==> config.mk <==
export PLATFORM = sky130hd
export DESIGN_NAME = led_frame_serializer
export DESIGN_NICKNAME = d
export VERILOG_FILES = /design/src/rtl/led_frame_serializer.sv
export SDC_FILE = /design/constraint.sdc
export NUM_CORES = 1
export LEC_CHECK = 0
export ABC_CLOCK_PERIOD_IN_PS = 2500
export BUFFER_PORTS_ARGS = -buffer_cell sky130_fd_sc_hd__buf_2
export CORE_ASPECT_RATIO = 1.4
export CORE_MARGIN = 4
export CORE_UTILIZATION = 54
export CTS_BUF_LIST = sky130_fd_sc_hd__clkbuf_4 sky130_fd_sc_hd__clkbuf_8
export DETAILED_ROUTE_END_ITERATION = 10
export PLACE_DENSITY = 0.88
export SKIP_LAST_GASP = 1
export SYNTH_ARGS = -nofsm -noshare
export SYNTH_HDL_FRONTEND = slang
export SYNTH_SLANG_ARGS = --single-unit
==> constraint.sdc <==
create_clock -name clk -period 2.5 [get_ports clk]
set_clock_uncertainty 0.15 [all_clocks]
set_input_delay 0.125 -clock clk [delete_from_list [all_inputs] [get_ports clk]]
set_output_delay 0.125 -clock clk [all_outputs]
set_load 0.01 [all_outputs]
==> src/rtl/led_frame_serializer.sv <==
// Serializes one NLEDS-bit frame onto din/dclk, then pulses strobe. A frame takes (2*NLEDS+1)*CLK_DIV+STROBE_LEN cycles from accept to frame_done.
// Backpressure: frame_ready is high only in IDLE, so a new frame is held off until the previous one has been latched.
module led_frame_serializer #(
  parameter int NLEDS      = 64,
  parameter int CLK_DIV    = 4,
  parameter int STROBE_LEN = 2,
  parameter bit MSB_FIRST  = 1'b1
) (
  input  logic             clk,
  input  logic             reset,
  input  logic [NLEDS-1:0] frame_data,
  input  logic             frame_valid,
  output logic             frame_ready,
  output logic             din,
  output logic             dclk,
  output logic             strobe,
  output logic             busy,
  output logic             frame_done
);

  localparam int DIV_W = $clog2(2 * CLK_DIV);
  localparam int BIT_W = $clog2(NLEDS + 1);
  localparam int STB_W = $clog2(STROBE_LEN + 1);

  localparam logic [DIV_W-1:0] HALF_LAST = DIV_W'(CLK_DIV - 1);
  localparam logic [DIV_W-1:0] BIT_LAST  = DIV_W'(2 * CLK_DIV - 1);
  localparam logic [BIT_W-1:0] LAST_BIT  = BIT_W'(NLEDS - 1);
  localparam logic [STB_W-1:0] STB_LAST  = STB_W'(STROBE_LEN - 1);

  typedef enum logic [1:0] {
    ST_IDLE,
    ST_SHIFT,
    ST_SETTLE,
    ST_STROBE
  } state_t;

  state_t           state, state_nxt;
  logic [NLEDS-1:0] shreg, shreg_nxt;
  logic [DIV_W-1:0] div_cnt, div_nxt;
  logic [BIT_W-1:0] bit_cnt, bit_nxt;
  logic [STB_W-1:0] stb_cnt, stb_nxt;
  logic             din_nxt, dclk_nxt, strobe_nxt, done_nxt;

  logic             first_bit, next_bit;
  logic [NLEDS-1:0] shreg_adv;

  // The outgoing bit always sits at one end of shreg; the next one is its neighbour.
  assign first_bit = MSB_FIRST ? frame_data[NLEDS-1] : frame_data[0];
  assign next_bit  = MSB_FIRST ? shreg[NLEDS-2] : shreg[1];
  assign shreg_adv = MSB_FIRST ? {shreg[NLEDS-2:0], 1'b0} : {1'b0, shreg[NLEDS-1:1]};

  assign frame_ready = (state == ST_IDLE) & ~reset;
  assign busy        = (state != ST_IDLE);

  always_comb begin
    state_nxt  = state;
    shreg_nxt  = shreg;
    div_nxt    = div_cnt;
    bit_nxt    = bit_cnt;
    stb_nxt    = stb_cnt;
    din_nxt    = din;
    dclk_nxt   = dclk;
    strobe_nxt = strobe;
    done_nxt   = 1'b0;

    case (state)
      ST_IDLE: begin
        if (frame_valid && frame_ready) begin
          state_nxt = ST_SHIFT;
          shreg_nxt = frame_data;
          din_nxt   = first_bit;
          dclk_nxt  = 1'b0;
          div_nxt   = '0;
          bit_nxt   = '0;
        end
      end

      ST_SHIFT: begin
        div_nxt = div_cnt + 1'b1;
        if (div_cnt == HALF_LAST) begin
          dclk_nxt = 1'b1;
        end
        // din only moves on the dclk falling edge, giving D cycles of setup and hold.
        if (div_cnt == BIT_LAST) begin
          dclk_nxt = 1'b0;
          div_nxt  = '0;
          if (bit_cnt == LAST_BIT) begin
            state_nxt = ST_SETTLE;
            din_nxt   = 1'b0;
            bit_nxt   = '0;
          end else begin
            bit_nxt   = bit_cnt + 1'b1;
            shreg_nxt = shreg_adv;
            din_nxt   = next_bit;
          end
        end
      end

      ST_SETTLE: begin
        div_nxt = div_cnt + 1'b1;
        if (div_cnt == HALF_LAST) begin
          state_nxt  = ST_STROBE;
          strobe_nxt = 1'b1;
          div_nxt    = '0;
          stb_nxt    = '0;
        end
      end

      ST_STROBE: begin
        stb_nxt = stb_cnt + 1'b1;
        if (stb_cnt == STB_LAST) begin
          state_nxt  = ST_IDLE;
          strobe_nxt = 1'b0;
          done_nxt   = 1'b1;
          stb_nxt    = '0;
        end
      end

      default: begin
        state_nxt = ST_IDLE;
      end
    endcase
  end

  always_ff @(posedge clk) begin
    if (reset) begin
      state      <= ST_IDLE;
      shreg      <= '0;
      div_cnt    <= '0;
      bit_cnt    <= '0;
      stb_cnt    <= '0;
      din        <= 1'b0;
      dclk       <= 1'b0;
      strobe     <= 1'b0;
      frame_done <= 1'b0;
    end else begin
      state      <= state_nxt;
      shreg      <= shreg_nxt;
      div_cnt    <= div_nxt;
      bit_cnt    <= bit_nxt;
      stb_cnt    <= stb_nxt;
      din        <= din_nxt;
      dclk       <= dclk_nxt;
      strobe     <= strobe_nxt;
      frame_done <= done_nxt;
    end
  end

endmodule

==> impl_results.md, run 1 <==
- Post-CTS Setup Inserts: 0
- Detailed Route WL: 9.79 mm
- Max-Cap Viols: 0
- Post-synthesis area per instance: roughly 10 µm²
- Yosys cell types: 37
- Pins over their slew limit: 0
- Worst-Margin Slew: 1170 ps
- Pre-Repair DR Iteration Count: 4
- Post-DP HPWL: 6.12 mm
- Hold Path Stages: 3
- Antenna cells: 0
- Cells after Synth: roughly 420
- Worst reg2reg path startpoint: state[1]
- Area Growth Syn to Fin: 21.9%
- Die ar.: just over 0.009 mm²
- Post-route clock period utilization: around 90%
- Chip Height: 113 µm
- Worst skew pair latency: 350 ps
- Total GRT Usage: around 22%
- Filler cell count: ~550
- Pwr/cell area: between 1000 and 1500 mW/mm²
- Sw Share: a little over two fifths
- Layout cells sized above 1: 32.4%
- Final Critical Period: between 2000 and 2500 ps
- Sw Pwr: 2.57 mW
- Rows: 37
- Worst EP required: 2530 ps
- Crit path kind: reg -> reg
- Final nets: about 580
- # setup viols final: 0
- TritonCTS Buffers: 9
- Detailed-route via count: roughly 3500
- IO buf count: 72
- FFs w/ async S/R, synth: 0%
- Hold Vio Cnt, Final: 0
- Crit path launch type: register
- Fin Hold WS: ~6.4 ps
- Pre-CTS setup slack: 352 ps
- Slew HR: between 20% and 30%
- Syn_nets: approximately 500
- Worst R2R Setup Slack: between 200 and 300 ps
- First-iteration detailed-routing DRC count: 223
- Cell Count Post-Placement: 555
- CP max FO: 28
- CP Capture Type: register
- Worst path cell trace: inv_1 > ha_4 > buf_4 > nor2b_1 > a211oi_1 > and3_1 > a211oi_1
- Internal power: 3.60 mW
- Clk root buf: clkbuf_8
- Core area: 0.00745 mm²
- WL per Instance: 16.2 µm
- CTS tree: done
- Routed Antenna Nets: 0
- Ys Warns: 0
- Hold Path Sink: shreg[48]
- First-pass GRT wire length: 16.4 mm
- Initial Util: 56.5%
- Post-synth EDFFs: 0
- Seq/Total Area, Yosys: 38.5%
- Sequential share of power: roughly a third
- Cts hold-fix bufs: 32
- GPL Wtd Cong: 0.811
- Resized cells post-CTS: 0
- Post-route DRC: 0
- Post-layout worst setup margin: 290 ps
- Hold Path Class: in -> reg
- Logic pwr share: 51.3%
- Slowest-stage cell, CP: a211oi_1
- Total grt overflow: 0
- Synth Cell Area: 0.00421 mm²
- CTS clk-pin slew, worst paths: about 80 ps
- IR drop worst, VDD: 0.682 mV
- Final setup TNS: 0 ps
- Arrival time at the worst endpoint: 2240 ps
- H-tree depth: 3
- Run status: finished, final reports clean
- Post-Layout Cell Count: 603
- Critical R2R Capture: state[0]
- CTS Sinks: 81
- RSZ-0062 raised after global routing: no
- Maximum clock path buffer count: 2
- Synth Flop Type: dfxtp_1
- LEAKAGE: 1.88 nW
- WP buf/inv: 2
- Routed vias/inst: around 5.7
- Vias in the first global route: 3615
- Die X: 82.7 µm
- FMAX: 452 MHz
- HP Start: frame_data[48]
- #FFs+latches synth: a little over 80
- Power share of the clock group: 15.9%
- Ports: between 70 and 80
- Pin count of the biggest net entering global routing: 81
- Crit-path max cell delay: 430 ps
- Initial antenna violation count: 0
- Crit-path most repeated cell: a211oi_1
- CP top delay family: compound AO/OA/AOI/OAI gates
- R2R cell count: 7
==> registers in the layout, indices dropped and copies added (netlist names) <==
name / count
bit_cnt: 7
dclk: 1
din: 1
div_cnt: 3
frame_done: 1
shreg: 63
state: 2
stb_cnt: 2
strobe: 1
==> how the worst max path moves through the flow <==
stage                from   endpoint  cells after the start
6_report         state[1]   state[0]                      7
5_1_grt        bit_cnt[0]  shreg[56]                      6
4_1_cts        bit_cnt[0]  shreg[56]                      6
3_5_place_dp   bit_cnt[0]  shreg[54]                      6
3_3_place_gp   bit_cnt[0]  shreg[54]                      6
2_1_floorplan    state[1]  shreg[10]                     10
==> cells in the mapped netlist, types with 2 or more instances <==
master     n  share of area, %
o211ai_1   2              0.36
inv_1      6              0.53
buf_2      4              0.48
or3_1      5              0.74
nor3_1     2              0.24
nand3b_1   2              0.36
buf_6      7               1.9
mux2i_1   64                15
nor2b_1    6              0.89
buf_1      3              0.27
and2_1     2              0.30
nor2_1     8              0.71
dfxtp_1   81                38
nand3_1    4              0.48
o21ai_0   13               1.5
buf_4      2              0.36
clkbuf_1  25               2.2
a211oi_2  59                18
ha_1      11               3.3
nand2_1    8              0.71
a21o_1     2              0.36
a21oi_1   76               9.0
nand2b_1   4              0.59
a211oi_1   7               1.2
==> area by class of cell <==
type / count / area, µm² / share of cell area [%]
tap: 97 / 121 / 2.36
clock buffer: 10 / 138 / 2.68
inverter: 7 / 26.3 / 0.512
multi-input combinational: 287 / 2370 / 46.2
clock inverter: 6 / 66.3 / 1.29
sequential: 81 / 1620 / 31.6
timing repair buffer: 115 / 791 / 15.4
==> worst min-delay path: cells and delay by family <==
| kind | cells | cell delay (ps) |
|---|---|---|
| buffers and inverters | 1 | 100 |
| AO/OA/AOI/OAI | 1 | 80 |
| multiplexers | 1 | 150 |
==> through the flow <==
stage | area (µm²) | total power, mW | utilization [%]
6_report | 5130 | 6.17 | 68.9
5_1_grt | 5130 | 6.58 | 68.9
4_1_cts | 5130 | 6.16 | 68.9
3_5_place_dp | 4610 | 5.13 | 61.8
3_3_place_gp | 4610 | 4.98 | 61.8
2_1_floorplan | 4210 | 4.60 | -
==> kinds of logic (layout without fill, tap and decap cells) <==
kind of cell	after synthesis	after routing	share of synthesized area, %
AOI/OAI and AO/OA	164	164	30.9
xor gates and xnor gates	1	1	0.208
adders and majority gates	11	11	3.27
buffers and inverters	48	138	5.82
DFF	81	81	38.5
muxes	64	64	15.2
and+or+nand+nor	47	47	6.09
==> power groups by stage <==
stage	Sequential (mW)	Combinational, mW	Clock [mW]
finish	2.03	3.17	0.979
global route	2.07	3.46	1.05
CTS	2.01	3.15	0.991
detailed placement	2.04	3.10	0
global placement	2.01	2.97	0
floorplan	1.96	2.64	0
==> per-layer routing <==
layer  vias up  global-route usage (%)  wire (µm)
met5         -                       0          0
met4         0                    9.27        240
met3        18                    4.49        414
met2        81                    37.4       5030
met1      1642                    26.8       4100
li1       1715                       -          -
==> layout by cell type (no fill, tap or decap), types with 7 or more instances in the layout <==
cell and count:
clkbuf_8 10, nand2_1 8, mux2i_1 64, a211oi_1 7, nor2_1 8, dlygate4sd3_1 32
o21ai_0 13, buf_2 71, a211oi_2 59, dfxtp_1 81, ha_1 10, a21oi_1 76
buf_4 10
No activity file was read; power rests on OpenSTA's default activity.
==> inputs of run 2 (changes only) <==
--- a/config.mk
+++ b/config.mk
@@ -12,8 +12,10 @@
 export CORE_UTILIZATION = 54
 export CTS_BUF_LIST = sky130_fd_sc_hd__clkbuf_4 sky130_fd_sc_hd__clkbuf_8
 export DETAILED_ROUTE_END_ITERATION = 10
+export GPL_TIMING_DRIVEN = 0
 export PLACE_DENSITY = 0.88
 export SKIP_LAST_GASP = 1
 export SYNTH_ARGS = -nofsm -noshare
 export SYNTH_HDL_FRONTEND = slang
 export SYNTH_SLANG_ARGS = --single-unit
+export TNS_END_PERCENT = 20
==> run 2 against run 1 <==
Against the previous run:
- wire length up 11%
- combinational power up 6%
- first-iteration DRC count grew 5.8%
- critical endpoint is now shreg[48]
==> impl_results.md, run 2 (same netlist as run 1, synthesis figures left out) <==
- Pins over their slew limit: 0
- Crit path kind: reg -> reg
- Clk root buf: clkbuf_8
- Post-route clock period utilization: 98.9%
- Total GRT Usage: 24.8%
- Pwr/cell area: about 1200 mW/mm²
- H-tree depth: 3
- Initial Util: 56.5%
- Detailed Route WL: 10.8 mm
- Die X: 82.7 µm
- Slowest-stage cell, CP: or3_1
- IO buf count: 71
- Area Growth Syn to Fin: 29.0%
- Worst skew pair latency: ~360 ps
- Final Critical Period: 2470 ps
- Chip Height: 113 µm
- IR drop worst, VDD: a little over 0.7 mV
- Maximum clock path buffer count: 2
- Largest register FFs: 63
- TritonCTS Buffers: 9
- Max-Cap Viols: 0
- Biggest regs: shreg (63), bit_cnt (7), div_cnt (3)
- CTS tree: done
- # setup viols final: 0
- Arrival time at the worst endpoint: about 2600 ps
- CTS Sinks: 81
- Detailed-route via count: 3713
- Total grt overflow: 0
- CP max FO: 10
- Commonest non-fill, non-tap cell in the layout: dfxtp_1
- Rows: 37
- Pre-Repair DR Iteration Count: 5
- Post-CTS Setup Inserts: 0
- Final nets: 623
- Worst EP required: 2610 ps
- Design Power: 6.54 mW
- Routed Antenna Nets: 0
- Commonest non-fill, non-tap cells in the layout: 81 x dfxtp_1, 75 x a21oi_1, 73 x buf_2
- Post-route DRC: 0
- CTS clk-pin slew, worst paths: approximately 80 ps
- Core area: about 0.0075 mm²
- Ports: 73
- Crit-path most repeated cell: buf_6
- WL per Instance: around 17 µm
- FMAX: 405 MHz
- GPL Wtd Cong: 0.781
- Vias in the first global route: roughly 4000
- Worst-Margin Slew: between 700 and 800 ps
- Pin count of the biggest net entering global routing: 14
- Post-DP HPWL: 6.95 mm
- Hold Vio Cnt, Final: 0
- Layout cells sized above 1: between 30% and 40%
- Worst path cell trace: inv_1 > ha_1 > buf_6 > inv_2 > or3_1 > clkbuf_4 > and2_1 > buf_6 > buf_6 > a211oi_4
- Slew HR: 51.0%
- Hold Path Class: in -> reg
- First-pass GRT wire length: 18.0 mm
- Crit-path max cell delay: approximately 380 ps
- Initial antenna violation count: 0
- LEAKAGE: approximately 2 nW
- CP Capture Type: register
- Run status: finished, final reports clean
- Crit path launch type: register
- Antenna cells: 0
- Most flops, register: shreg
- Die ar.: approximately 0.0093 mm²
- Fin Hold WS: roughly 9.6 ps
- First-iteration detailed-routing DRC count: 236
- Routed vias/inst: about 5.7
-- run 2: cell count changes in the layout (fill, tap and decap cells not counted), sizes merged --
cell         delta
dlygate4sd3    +16
bufinv          +2
buf             +2
clkinvlp        -3
clkbuf         +26
clkinv          +2
inv             -1
-- run 2: path summary, 6_finish.rpt --
path	start	endpoint	slack (ps)	depth (start not counted)
worst max-delay path	state[1]	shreg[48]	30	10
worst min-delay path	frame_data[44]	shreg[44]	10	3
worst max register to register	state[1]	shreg[48]	30	10
worst min register to register	bit_cnt[6]	bit_cnt[6]	320	2
-- run 2: cell type report --
cell class | instances | area [µm²]
multi-input combinational | 287 | 2360
fill | 491 | 2020
timing repair buffer | 119 | 836
buffer | 40 | 229
clock buffer | 10 | 138
tap | 97 | 121
sequential | 81 | 1620
clock inverter | 6 | 105
inverter | 7 | 26.3
-- run 2: where the power goes --
group	switching [mW]	internal, mW
Sequential	0.263	1.76
Combinational	1.91	1.45
Clock	0.480	0.686
Total	2.65	3.89
-- run 2: what timing repair did --
| action | in CTS | in global routing |
|---|---|---|
| hold buffers | 46 | 2 |
| endpoints found under the setup margin | 2 | 59 |
| hold endpoints to repair | 46 | 2 |
| gates resized for setup | 1 | 12 |
-- run 2: metal layers --
metal	track usage, %	vias up	share of wire (%)
met5	0	-	0
met4	9.05	0	2.6
met3	6.26	26	4.5
met2	43.1	105	54
met1	28.6	1776	39
li1	-	1806	-
-- run 2: through the flow --
step / instances / setup slack [ps] / utilization, % / TNS (ps) / instance area [µm²]
6_report: 647 / 28.5 / 72.9 / 0 / 5430
2_1_floorplan: 416 / 423 / - / 0 / 4210
3_5_place_dp: 584 / 3.62 / 62.9 / 0 / 4690
3_3_place_gp: 584 / 128 / 62.9 / 0 / 4690
5_1_grt: 647 / -21.9 / 72.9 / -39.9 / 5430
4_1_cts: 646 / 0.599 / 72.4 / 0 / 5390
-- run 2: critical path: cells and delay by family, from the launching register on --
family	cells	cell delay, ps
compound gates	1	230
fa+ha+maj	1	210
buf+inv	6	860
flops	1	340
simple gates	2	570
